**config.mk**
```make
export PLATFORM = sky130hd
export DESIGN_NAME = imem_loader
export DESIGN_NICKNAME = d
export VERILOG_FILES = /design/src/rtl/imem_loader_pkg.sv /design/src/rtl/imem_loader_byte_assembler.sv /design/src/rtl/imem_loader.sv
export SDC_FILE = /design/constraint.sdc
export NUM_CORES = 1
export LEC_CHECK = 0
export ABC_AREA = 0
export CAP_MARGIN = 0
export CORE_ASPECT_RATIO = 0.9
export CORE_MARGIN = 8
export CORE_UTILIZATION = 55
export DETAILED_ROUTE_END_ITERATION = 16
export PLACE_DENSITY = 0.81
export SLEW_MARGIN = 25
export SYNTH_ARGS = -nofsm -noshare
export SYNTH_HDL_FRONTEND = slang
export SYNTH_HIERARCHICAL = 1
export SYNTH_SLANG_ARGS = --single-unit
```
**constraint.sdc**
```tcl
create_clock -name i_clk -period 4.6 [get_ports i_clk]
set_clock_uncertainty 0.2 [all_clocks]
set_input_delay 0.46 -clock i_clk [delete_from_list [all_inputs] [get_ports i_clk]]
set_output_delay 0.46 -clock i_clk [all_outputs]
set_load 0.01 [all_outputs]
```
**src/rtl/imem_loader_pkg.sv**
```systemverilog
// Shared types and widths for the boot-time program loader.
package imem_loader_pkg;

    localparam int CNT_W          = 16;
    localparam int WORD_W         = 32;
    localparam int BYTE_W         = 8;
    localparam int BYTES_PER_WORD = 4;
    localparam int IDX_W          = 2;

    typedef enum logic [2:0] {
        ST_HDR_HI,
        ST_HDR_LO,
        ST_DATA,
        ST_CSUM,
        ST_DONE,
        ST_ERROR
    } loader_state_t;

    function automatic logic [BYTE_W-1:0] csum_update(
        input logic [BYTE_W-1:0] acc,
        input logic [BYTE_W-1:0] b
    );
        return acc ^ b;
    endfunction

endpackage

```
**src/rtl/imem_loader_byte_assembler.sv**
```systemverilog
// Packs big-endian stream bytes into 32-bit words; word_done pulses the cycle
// after the fourth byte of a word has been shifted in.
module byte_assembler
    import imem_loader_pkg::*;
(
    input  logic              clk,
    input  logic              rst_n,
    input  logic              clear,
    input  logic              shift_en,
    input  logic [BYTE_W-1:0] byte_in,
    output logic [WORD_W-1:0] word,
    output logic              word_done,
    output logic [IDX_W-1:0]  byte_idx
);

    always_ff @(posedge clk or negedge rst_n) begin
        if (!rst_n) begin
            word      <= '0;
            word_done <= 1'b0;
            byte_idx  <= '0;
        end else begin
            word_done <= 1'b0;
            if (clear) begin
                byte_idx <= '0;
            end else if (shift_en) begin
                word      <= {word[WORD_W-BYTE_W-1:0], byte_in};
                byte_idx  <= byte_idx + IDX_W'(1);
                word_done <= (byte_idx == IDX_W'(BYTES_PER_WORD - 1));
            end
        end
    end

endmodule

```
**src/rtl/imem_loader.sv**
```systemverilog
// Framed byte-stream program loader: writes words to program memory, checks
// the XOR checksum and only then releases the core from reset.
module imem_loader
    import imem_loader_pkg::*;
#(
    parameter int DEPTH  = 1024,
    parameter int ADDR_W = 10
) (
    input  logic              i_clk,
    input  logic              i_rst_n,
    input  logic              i_start,
    input  logic              i_byte_valid,
    input  logic [7:0]        i_byte,
    output logic              o_byte_ready,
    output logic              o_imem_we,
    output logic [ADDR_W-1:0] o_imem_addr,
    output logic [31:0]       o_imem_wdata,
    output logic              o_core_run,
    output logic              o_busy,
    output logic              o_error,
    output logic [15:0]       o_words_loaded
);

    loader_state_t     state;
    logic [CNT_W-1:0]  word_cnt;
    logic [CNT_W-1:0]  word_n;
    logic [BYTE_W-1:0] hdr_hi;
    logic [BYTE_W-1:0] csum_acc;
    logic [IDX_W-1:0]  byte_idx;
    logic [CNT_W-1:0]  hdr_n;
    logic              accept;
    logic              restart;
    logic              word_last;
    logic              oversize;

    assign accept    = i_byte_valid && o_byte_ready;
    assign restart   = i_start && (state == ST_DONE || state == ST_ERROR);
    assign word_last = (byte_idx == IDX_W'(BYTES_PER_WORD - 1));
    assign hdr_n     = {hdr_hi, i_byte};
    assign oversize  = ({{(32-CNT_W){1'b0}}, hdr_n} > DEPTH);

    assign o_words_loaded = word_cnt;

    byte_assembler u_asm (
        .clk       (i_clk),
        .rst_n     (i_rst_n),
        .clear     (restart),
        .shift_en  (accept && state == ST_DATA),
        .byte_in   (i_byte),
        .word      (o_imem_wdata),
        .word_done (o_imem_we),
        .byte_idx  (byte_idx)
    );

    // Header capture is pure data; it is always rewritten before it is used.
    always_ff @(posedge i_clk) begin
        if (accept && state == ST_HDR_HI) hdr_hi <= i_byte;
        if (accept && state == ST_HDR_LO) word_n <= hdr_n;
    end

    always_ff @(posedge i_clk or negedge i_rst_n) begin
        if (!i_rst_n) begin
            state        <= ST_HDR_HI;
            word_cnt     <= '0;
            csum_acc     <= '0;
            o_imem_addr  <= '0;
            o_core_run   <= 1'b0;
            o_error      <= 1'b0;
            o_byte_ready <= 1'b1;
            o_busy       <= 1'b1;
        end else begin
            case (state)
                ST_HDR_HI: begin
                    if (accept) begin
                        csum_acc <= csum_update(csum_acc, i_byte);
                        state    <= ST_HDR_LO;
                    end
                end
                ST_HDR_LO: begin
                    if (accept) begin
                        csum_acc <= csum_update(csum_acc, i_byte);
                        if (oversize) begin
                            state        <= ST_ERROR;
                            o_error      <= 1'b1;
                            o_byte_ready <= 1'b0;
                            o_busy       <= 1'b0;
                        end else if (hdr_n == '0) begin
                            state <= ST_CSUM;
                        end else begin
                            state <= ST_DATA;
                        end
                    end
                end
                ST_DATA: begin
                    if (accept) begin
                        csum_acc <= csum_update(csum_acc, i_byte);
                        if (word_last) begin
                            // Address is latched alongside the assembler's write pulse.
                            o_imem_addr <= word_cnt[ADDR_W-1:0];
                            word_cnt    <= word_cnt + CNT_W'(1);
                            if (word_cnt + CNT_W'(1) == word_n) state <= ST_CSUM;
                        end
                    end
                end
                ST_CSUM: begin
                    if (accept) begin
                        o_byte_ready <= 1'b0;
                        o_busy       <= 1'b0;
                        if (i_byte == csum_acc) begin
                            state      <= ST_DONE;
                            o_core_run <= 1'b1;
                        end else begin
                            state   <= ST_ERROR;
                            o_error <= 1'b1;
                        end
                    end
                end
                ST_DONE, ST_ERROR: begin
                    if (i_start) begin
                        state        <= ST_HDR_HI;
                        word_cnt     <= '0;
                        csum_acc     <= '0;
                        o_core_run   <= 1'b0;
                        o_error      <= 1'b0;
                        o_byte_ready <= 1'b1;
                        o_busy       <= 1'b1;
                    end
                end
                default: state <= ST_HDR_HI;
            endcase
        end
    end

endmodule

```
==> metrics.txt <==
Synthesized Nets roughly 450; vias in the first global route ~3.4k; Post-Syn Area per Cell 11.3 µm²; largest family of logic cells by synthesized area simple AND/OR/NAND/NOR gates; Max Root-Sink Buffers 2; # diodes 0; element type at the critical path end register; Core Area around 0.0086 mm²; clock latency at the later pin of the worst-skew pair 0.37 ns; clock sinks 99; Top Ports 75; Initial Utilization 56.7%; worst-margin pin slew 0.864 ns; RePlAce Congestion 0.821; die area ~0.012 mm²; Final HPWL DP approximately 7500 µm; synth unique cells 66; LEAKAGE approximately 2.4 nW; Top FF cell, synth dfrtp_1; Critical Path AT between 3 and 4 ns; unrepaired setup endpoints after global routing no; Largest stage delay, worst path 0.65 ns; post-synthesis register bit count 99; final hold violation count 0; Worst path slowest cell dfrtp_1; Routed WL per cell roughly 17 µm; clk slew on worst S/H paths around 0.1 ns; crit path cell chain nor2b_1 -> nand2_1 -> inv_1 -> nor2b_4 -> buf_4 -> mux2_2; CP max FO 18; Max-Cap Viols 0; Die Y around 110 µm; Max transition margin between 40% and 50%; first-pass GRT wire length about 18000 µm; simple-gate area share of the yosys netlist 17.1%; drt via density 5.70; worst hold path class register to register; row count 32; CTS Root Cell clkbuf_8; layout cell share with drive strength beyond 1 between 10% and 20%; Syn-to-layout area delta 19.3%; TritonCTS clock tree yes; Post-synth EDFFs 24; DP Worst Slack between 1 and 1.5 ns; Slew Limit Fails 0; CP required 4.66 ns; area of the multi-input gates between 0.002 and 0.0025 mm²; Final Cycle Share around two thirds; GRT overflow 0; fin util between 60% and 70%; Pwr Density 336 mW/mm²; H-tree depth 3; IO buf count 74; layout net count ~510; worst vdd ir between 0.2 and 0.25 mV; achievable frequency 0.326 GHz; total power a little under 0.002 W; Tmin final ~3.1 ns; Setup TNS 0 ns; Post-Syn Area 0.00488 mm²; Worst Path Buf+Inv 2; Setup CP Type register to register; crit path launch type register; vias 3539; sequential-to-total area share from yosys stat 53.2%; Resized Gates After CTS 0; drt initial violations about 220; router iterations before antenna repair 5; XOR/XNOR Fraction of Synth Area under 10%; Post-Route WL approximately 11000 µm; Post-route DRC 0; antenna violations before repair 0; post-synthesis mux area share a little over a tenth; Post-Synth Adder-Cell Area less than 1%; warnings from Yosys 6; most frequent cells in the layout dfrtp_1 (74), clkdlybuf4s50_1 (73), nand2_1 (63), o21ai_0 (41), mux2_4 (29); status completed; All-Layer GR Usage between 10% and 20%; CP delay by family, top simple AND/OR/NAND/NOR gates; Seq. cell area 0.00260 mm²; commonest non-fill, non-tap cell in the layout dfrtp_1; antenna-violating nets left 0; fraction of registers with async set/reset between 70% and 80%; Compound-Gate Fraction of Synth Area between 10 and 15%; Final Setup Violations 0; setup ws final between 1.5 and 2 ns; gate count of the mapped netlist 433; fillers between 600 and 700; largest net degree at the start of global routing 76; CTS Buf Count 9; Die W 115 µm
sequential cells by signal (all words and copies together) (netlist names):
name	flops
u_asm/word	32
o_words_loaded	16
word_n	16
o_imem_addr	10
csum_acc	8
hdr_hi	8
state	3
u_asm/byte_idx	2
o_busy	1
o_core_run	1
o_error	1
u_asm/word_done	1
cell type report:
class | count | area share, %
clock buffer | 10 | 2.19
clock inverter | 6 | 0.773
inverter | 8 | 0.516
multi-input combinational | 301 | 36.0
sequential | 99 | 44.6
tap | 119 | 2.56
timing repair buffer | 78 | 13.3
kinds of logic (layout without fill, tap and decap cells):
family / Yosys count / in the layout
AND/OR/NAND/NOR: 157 / 157
multiplexers: 36 / 36
XOR/XNOR: 19 / 19
flip-flops: 99 / 99
buffers and inverters: 33 / 102
adder cells (fa/ha/maj): 2 / 2
AO/OA/AOI/OAI: 87 / 87
cells in the mapped netlist, types with 3 or more instances:
library cell	number	area, µm²
a31oi_1	4	25.0
nor3b_1	4	30.0
nand3_1	11	55.1
xor2_1	5	43.8
o211ai_1	3	22.5
nand2_1	63	236
nor2b_1	6	37.5
buf_2	6	30.0
and2_1	4	25.0
clkbuf_1	10	37.5
buf_12	3	60.1
mux2i_1	3	30.0
edfxtp_1	24	721
o21ai_1	4	20.0
inv_1	8	30.0
o31ai_1	4	30.0
o41ai_1	3	26.3
nor3_1	7	35.0
or3_1	5	31.3
dfrtp_1	74	1850
nand4_1	3	18.8
nor2_1	24	90.1
mux2_4	29	435
o21ai_0	41	205
a21oi_1	9	45.0
o21a_1	3	22.5
xnor2_1	14	123
mux2_2	4	45.0
nand2b_1	7	43.8
nor4_1	6	37.5
final timing paths:
check	from	to	slack, ns	depth (start not counted)
worst max-delay path	state[1]	u_asm/word[17]	1.53	6
worst min-delay path	hdr_hi[6]	word_n[14]	0.26	0
worst max register to register	state[1]	u_asm/word[17]	1.53	6
worst min register to register	hdr_hi[6]	word_n[14]	0.26	0
max in group asynchronous	i_rst_n	o_words_loaded[14]	3.25	2
min in group asynchronous	i_rst_n	o_words_loaded[12]	0.47	2
per-layer routing:
metal | track usage (%) | vias to the layer above | routed length (µm) | share of wire, %
li1 | - | 1675 | - | -
met1 | 23.5 | 1704 | 4670 | 43
met2 | 29.0 | 144 | 5240 | 48
met3 | 4.73 | 16 | 792 | 7.3
met4 | 6.37 | 0 | 153 | 1.4
met5 | 0 | - | 0 | 0
stage by stage:
stage               cell area [µm²]  instances  hold WS [ns]
global route                   5820        621         0.270
finish                         5820        621         0.256
CTS                            5800        620        0.0614
detailed placement             5620        604         0.228
floorplan                      4880        433       -0.0356
global placement               5620        604         0.222
report_power, final:
group | leakage (nW) | switching (W) | internal (W)
clock | 0.0813 | 0.000306 | 0.000201
sequential | 1.24 | 0.0000856 | 0.00100
combinational | 1.03 | 0.000205 | 0.000159
worst reg2reg max path: stages (launching register included):
cell	delay, ns
dfrtp_1	0.65
nor2b_1	0.27
nand2_1	0.29
inv_1	0.18
nor2b_4	0.55
buf_4	0.43
mux2_2	0.39
repair_timing:
action | CTS | global route
setup buffers | 0 | 0
hold buffers | 0 | 1
endpoints found under the hold margin | 0 | 74
Power figures use the tool's default switching activity.
==> RTL change 1: new RTL, same settings <==
Reset style: synchronous (`i_rst_n` and `rst_n`), changed in 2 clocked blocks.
--- a/src/rtl/imem_loader_byte_assembler.sv
+++ b/src/rtl/imem_loader_byte_assembler.sv
@@ -15,3 +15,3 @@
 
-    always_ff @(posedge clk or negedge rst_n) begin
+    always_ff @(posedge clk) begin
         if (!rst_n) begin
--- a/src/rtl/imem_loader.sv
+++ b/src/rtl/imem_loader.sv
@@ -60,3 +60,3 @@
 
-    always_ff @(posedge i_clk or negedge i_rst_n) begin
+    always_ff @(posedge i_clk) begin
         if (!i_rst_n) begin
Formal check against the unedited RTL: differs if i_rst_n is asserted again (counterexample within 4 cycles, from zero or initial values and one cycle with i_rst_n low); with i_rst_n held inactive, the same outputs for 10 cycles.
==> RTL change 1 against the unedited design <==
- utilization increased by 0.87 points
- setup slack improved by 0.27 ns
- synthesized area decreased by 5.6%
- wire length decreased by 0.48%
- sequential cell count unchanged
- design area decreased by 4.6%
- critical path type unchanged
Power is not compared: it rests on default switching activity, and its combinational part moved more than twofold at a synthesized area within 25%.
==> RTL change 1: results (changes against the unedited design) <==
metric	value	unit	change
hp-class	reg2reg		unchanged
syn_inst	475		was 433
drtIter0Drc	266		was 224
synthAdderAreaFrac	0.5429	%	was 0.5124%
grt_pass1_vias	3619		was 3,442
max_stage_delay	0.57	ns	was 0.65 ns
p_leak	1.849	nW	
worstReg2RegStart	o_words_loaded[0]$_SDFFE_PN0P_		was state[1]$_DFFE_PN0P_
grt_use_met2	33.01	%	was 29.00%
fill_cells	615		was 632
cts_max_level	3		unchanged
grt_usage	19.00	%	was 18.24%
synth-xor-area-share	6.270	%	was 3.408%
hold_depth	2		was 0
cpMaxStageDelayCell	nor3_1		was dfrtp_1
routabilityCongestion	0.8754		was 0.8209
synth_mux_area_share	7.872	%	was 10.45%
hold_end	u_asm/word[31]$_SDFFE_PN0P_		was word_n[14]$_DFFE_PP_
yosysWarningCount	6		unchanged
crit_arrival	2.90	ns	was 3.13 ns
layout.nets	543		was 511
grt_pass1_wl	17740	µm	was 17,620 µm
r2r-end	state[0]$_SDFFE_PN0P_		was u_asm/word[17]$_DFFE_PN0P_
dp_cells	617		was 604
ys.flop_type	dfxtp_1		was dfrtp_1
regToRegSetupSlack	1.80	ns	was 1.53 ns
synthTopCellsByArea	dfxtp_1 (33%), edfxtp_1 (16%), mux2i_1 (7.4%), nand2_1 (7.2%), xnor2_1 (4.9%)		was dfrtp_1 (38%), edfxtp_1 (15%), mux2_4 (8.9%), nand2_1 (4.8%), o21ai_0 (4.2%)
worst_pin_slew	0.9944	ns	was 0.8637 ns
drive_above_1_share	6.180	%	was 13.35%
synth_compound_area_share	11.51	%	was 11.17%
grt_use_met1	21.71	%	was 23.54%
wl_per_cell	17.07	µm	was 17.48 µm
p_switching	0.4001	mW	
drt-vias-per-instance	5.798		was 5.699
synthesis.nets	489		was 447
synth_cell_types	59		was 66
synthArstFlopShare	0	%	was 75.76%
largest_reg_flops	32		unchanged
grt_max_degree	47		was 76
cp_max_fo	8		was 18
status	finished clean		unchanged
dp_hpwl	7535	µm	was 7457 µm
grt_util_met3	6.499	%	was 4.735%
drv_slew	0		unchanged
r2r_cells	7		was 6
min-delay-start	u_asm/word[31]$_SDFFE_PN0P_		was hdr_hi[6]$_DFFE_PP_
num_vias	3670		was 3,539
synthTopCellsByCount	nand2_1 (89), dfxtp_1 (75), mux2i_1 (34), xnor2_1 (26), edfxtp_1 (24)		was dfrtp_1 (74), nand2_1 (63), o21ai_0 (41), mux2_4 (29)
yosysSeqAreaShare	48.21	%	was 53.22%
## RTL change 1: cell types whose count changed after synthesis, sizes merged, moves of 9 or more
cell,before,now
dfrtp,74,0
xnor2,14,26
a21boi,0,22
dfxtp,0,75
nand3b,1,10
o21ai,45,18
mux2,33,0
mux2i,3,35
nand2,63,89
## RTL change 1: final cells by class
| type | count | area (µm²) | share of cell area [%] |
|---|---|---|---|
| Sequential cell | 99 | 2222 | 40.00 |
| Multi-Input combinational cell | 337 | 2183 | 39.30 |
| Timing Repair Buffer | 77 | 778.2 | 14.01 |
| Clock buffer | 12 | 155.1 | 2.793 |
| Tap cell | 99 | 123.9 | 2.230 |
| Clock inverter | 4 | 73.82 | 1.329 |
| Inverter | 5 | 18.77 | 0.3378 |
## RTL change 1: logic make-up (layout without fill, tap and decap cells)
kind of cell             after synthesis  in the layout
multiplexers                          35             35
AND/OR/NAND/NOR                      188            188
XOR/XNOR                              33             33
buffers and inverters                 39             98
flip-flops                            99             99
AO/OA/AOI/OAI                         79             79
adder cells (fa/ha/maj)                2              2
## RTL change 1: worst max path at each step
stage | endpoint | slack, ns
finish | state[0]$_SDFFE_PN0P_ | 1.80
global route | state[0]$_SDFFE_PN0P_ | 1.61
CTS | o_words_loaded[7]$_SDFFE_PN0P_ | 1.74
detailed placement | o_words_loaded[7]$_SDFFE_PN0P_ | 1.35
global placement | o_words_loaded[14]$_SDFFE_PN0P_ | 1.50
floorplan | word_n[0]$_DFFE_PP_ | 2.13
## RTL change 1: power by group through the flow
| stage | clock network (mW) | logic [mW] | registers, mW |
|---|---|---|---|
| 5_1_grt | 0.673 | 0.155 | 0.955 |
| 6_report | 0.632 | 0.141 | 0.951 |
| 3_5_place_dp | 0 | 0.139 | 0.970 |
| 2_1_floorplan | 0 | 0.100 | 0.961 |
| 3_3_place_gp | 0 | 0.135 | 0.968 |
| 4_1_cts | 0.640 | 0.140 | 0.951 |
## RTL change 1: critical path, delay by kind of cell (launching register included)
family,cells,cell delay [ns]
AND/OR/NAND/NOR,3,0.93
AO/OA/AOI/OAI,3,0.70
flip-flops,1,0.56
adder cells (fa/ha/maj),1,0.35
## RTL change 1: stage by stage
stage / total power, mW / utilization [%] / instance area [µm²] / setup slack (ns) / hold slack [ns]
finish: 1.725 / 68.53 / 5555 / 1.800 / 0.2613
global route: 1.784 / 68.53 / 5555 / 1.608 / 0.2775
CTS: 1.731 / 68.44 / 5548 / 1.737 / 0.2619
detailed placement: 1.109 / 65.61 / 5319 / 1.350 / 0.2422
global placement: 1.103 / 65.27 / 5291 / 1.500 / 0.2295
floorplan: 1.061 / - / 4609 / 2.129 / 0.2169
## RTL change 1: per-layer routing
layer / vias to the layer above / wire, µm
met3: 17 / 792
li1: 1768 / -
met2: 135 / 5355
met5: - / 0
met1: 1750 / 4503
met4: 0 / 151
==> RTL change 2: new RTL, config.mk and constraints unchanged <==
Made on the original files. The package constant `IDX_W` goes from 2 to 1.
--- a/src/rtl/imem_loader_pkg.sv
+++ b/src/rtl/imem_loader_pkg.sv
@@ -7,3 +7,3 @@
     localparam int BYTES_PER_WORD = 4;
-    localparam int IDX_W          = 2;
+    localparam int IDX_W          = 1;
 
Behaviour: not the same (a bounded check fails within 10 cycles, from zero or initial values and one cycle with i_rst_n low).
==> RTL change 2 against the unedited design <==
- cell count down 1.9%
- design area decreased by 2.2%
- setup slack better by 0.022 ns
- wire length fell by 5.3%
- sequential cell count down 1
- first-iteration DRC count down 4.9%
- clock power grew 12%
- total power rose by 0.71%
- synthesized area fell by 3.2%
- critical path type unchanged
- critical endpoint is now u_asm/word[18]$_DFFE_PN0P_
- largest cell class unchanged
==> RTL change 2: results (changes against the unedited design) <==
metric	value	unit	change
status	finished clean		unchanged
synthTopCellsByCount	dfrtp_1 (73), nand2_1 (68), o21ai_0 (38), mux2_4 (29), edfxtp_1 (24)		was dfrtp_1 (74), nand2_1 (63), o21ai_0 (41), mux2_4 (29)
drive_above_1_share	12.86	%	was 13.35%
synthesis.nets	432		was 447
pre_cts_ws	1.455	ns	was 1.408 ns
p_leak	2.386	nW	was 2.352 nW
ir_drop	0.2081	mV	was 0.2465 mV
route.detailed.drc	0		unchanged
layout.nets	498		was 511
port_buffers	74		unchanged
drtIter0Drc	213		was 224
grt_pass1_vias	3330		was 3,442
clk_latency	0.36	ns	
grt_pass1_wl	16920	µm	was 17,620 µm
max_freq	328.5	MHz	was 326.2 MHz
antenna_found_initial	0		unchanged
dp_hpwl	7141	µm	was 7457 µm
routabilityCongestion	0.8232		was 0.8209
regMostFlops	u_asm/word		unchanged
synthArstFlopShare	75.51	%	was 75.76%
synth_edf_count	24		unchanged
ctsRootBufferMaster	clkbuf_8		unchanged
postCtsSetupBuffers	0		unchanged
yosysWarningCount	6		unchanged
cts_buffers	9		unchanged
num_vias	3408		was 3,539
wl	10280	µm	was 10,860 µm
grt_overflow	0		unchanged
crit_end	u_asm/word[18]$_DFFE_PN0P_		was u_asm/word[17]$_DFFE_PN0P_
largest_reg_flops	32		unchanged
cts_buffer_depth	2		unchanged
dr.pass1.iters	4		was 5
grt_usage	17.89	%	was 18.24%
cts_max_level	3		unchanged
hold_depth	0		unchanged
crit_arrival	3.11	ns	was 3.13 ns
synth_cell_types	50		was 66
yosysSeqAreaShare	54.46	%	was 53.22%
worstReg2RegStart	state[1]$_DFFE_PN0P_		unchanged
final_cells	609		was 621
clkTransAtPathRegs	0.10	ns	about the same
synthTopCellsByArea	dfrtp_1 (39%), edfxtp_1 (15%), mux2_4 (9.2%), nand2_1 (5.4%), o21ai_0 (4.0%)		was dfrtp_1 (38%), edfxtp_1 (15%), mux2_4 (8.9%), nand2_1 (4.8%), o21ai_0 (4.2%)
dp_cells	592		was 604
grt_max_degree	75		was 76
hp-class	reg2reg		unchanged
r2r_cells	5		was 6
regToRegSetupSlack	1.56	ns	was 1.53 ns
crit_start	state[1]$_DFFE_PN0P_		unchanged
syn_inst	419		was 433
cp_max_fo	21		was 18
antenna-diode-count	0		unchanged
post_cts_resized	0		unchanged
slew_headroom	43.46	%	was 42.21%
-- RTL change 2: what timing repair did --
action | in CTS | in global routing
endpoints found under the setup margin | 0 | 0
hold buffers | 0 | 1
endpoints found under the hold margin | 0 | 73
-- RTL change 2: kinds of logic after synthesis --
group	Yosys count	synth area share (%)
simple gates	157	16.87
flops	98	54.46
compound gates	78	9.982
mux	37	11.01
buf+inv	29	3.892
xor+xnor	19	3.521
fa+ha+maj	1	0.2647
-- RTL change 2: worst min path at each step --
stage	startpoint	endpoint	slack, ns
after floorplan	i_rst_n	csum_acc[0]$_DFFE_PN0P_	-0.04
after global placement	hdr_hi[6]$_DFFE_PP_	word_n[14]$_DFFE_PP_	0.24
after detailed placement	hdr_hi[6]$_DFFE_PP_	word_n[14]$_DFFE_PP_	0.23
after CTS	i_rst_n	o_words_loaded[13]$_DFFE_PN0P_	0.06
after global routing	hdr_hi[0]$_DFFE_PP_	word_n[8]$_DFFE_PP_	0.26
final	hdr_hi[0]$_DFFE_PP_	word_n[8]$_DFFE_PP_	0.26
-- RTL change 2: per-layer routing --
| metal | track usage (%) | routed length (µm) | up-vias | share of wire (%) |
|---|---|---|---|---|
| met3 | 6.036 | 730 | 17 | 7.1 |
| met4 | 5.798 | 149 | 0 | 1.4 |
| met1 | 23.23 | 4614 | 1665 | 45 |
| li1 | - | - | 1614 | - |
| met5 | 0 | 0 | - | 0 |
| met2 | 27.45 | 4783 | 112 | 47 |
-- RTL change 2: layout make-up --
class | instances | area (µm²)
Multi-Input combinational cell | 292 | 1971
Fill cell | 619 | 2754
Clock buffer | 9 | 123.9
Clock inverter | 7 | 76.32
Inverter | 5 | 18.77
Sequential cell | 98 | 2574
Timing Repair Buffer | 79 | 782.0
Tap cell | 119 | 148.9
-- RTL change 2: critical path, stage by stage (launching register included) --
cell and delay, ns:
dfrtp_1 0.58, nor3b_1 0.44, nor2b_1 0.27, nor2b_4 0.70, buf_4 0.38, mux2_2 0.36
-- RTL change 2: power by group --
part / switching (mW) / total (mW) / internal [mW]
clock network: 0.313 / 0.569 / 0.256
registers: 0.0748 / 1.06 / 0.985
logic: 0.200 / 0.343 / 0.143
total: 0.588 / 1.97 / 1.38
-- RTL change 2: stage by stage --
step / utilization [%] / cell area (µm²)
2_1_floorplan: - / 4726
3_3_place_gp: 64.84 / 5478
3_5_place_dp: 64.87 / 5480
4_1_cts: 67.24 / 5680
5_1_grt: 67.40 / 5694
6_report: 67.40 / 5694
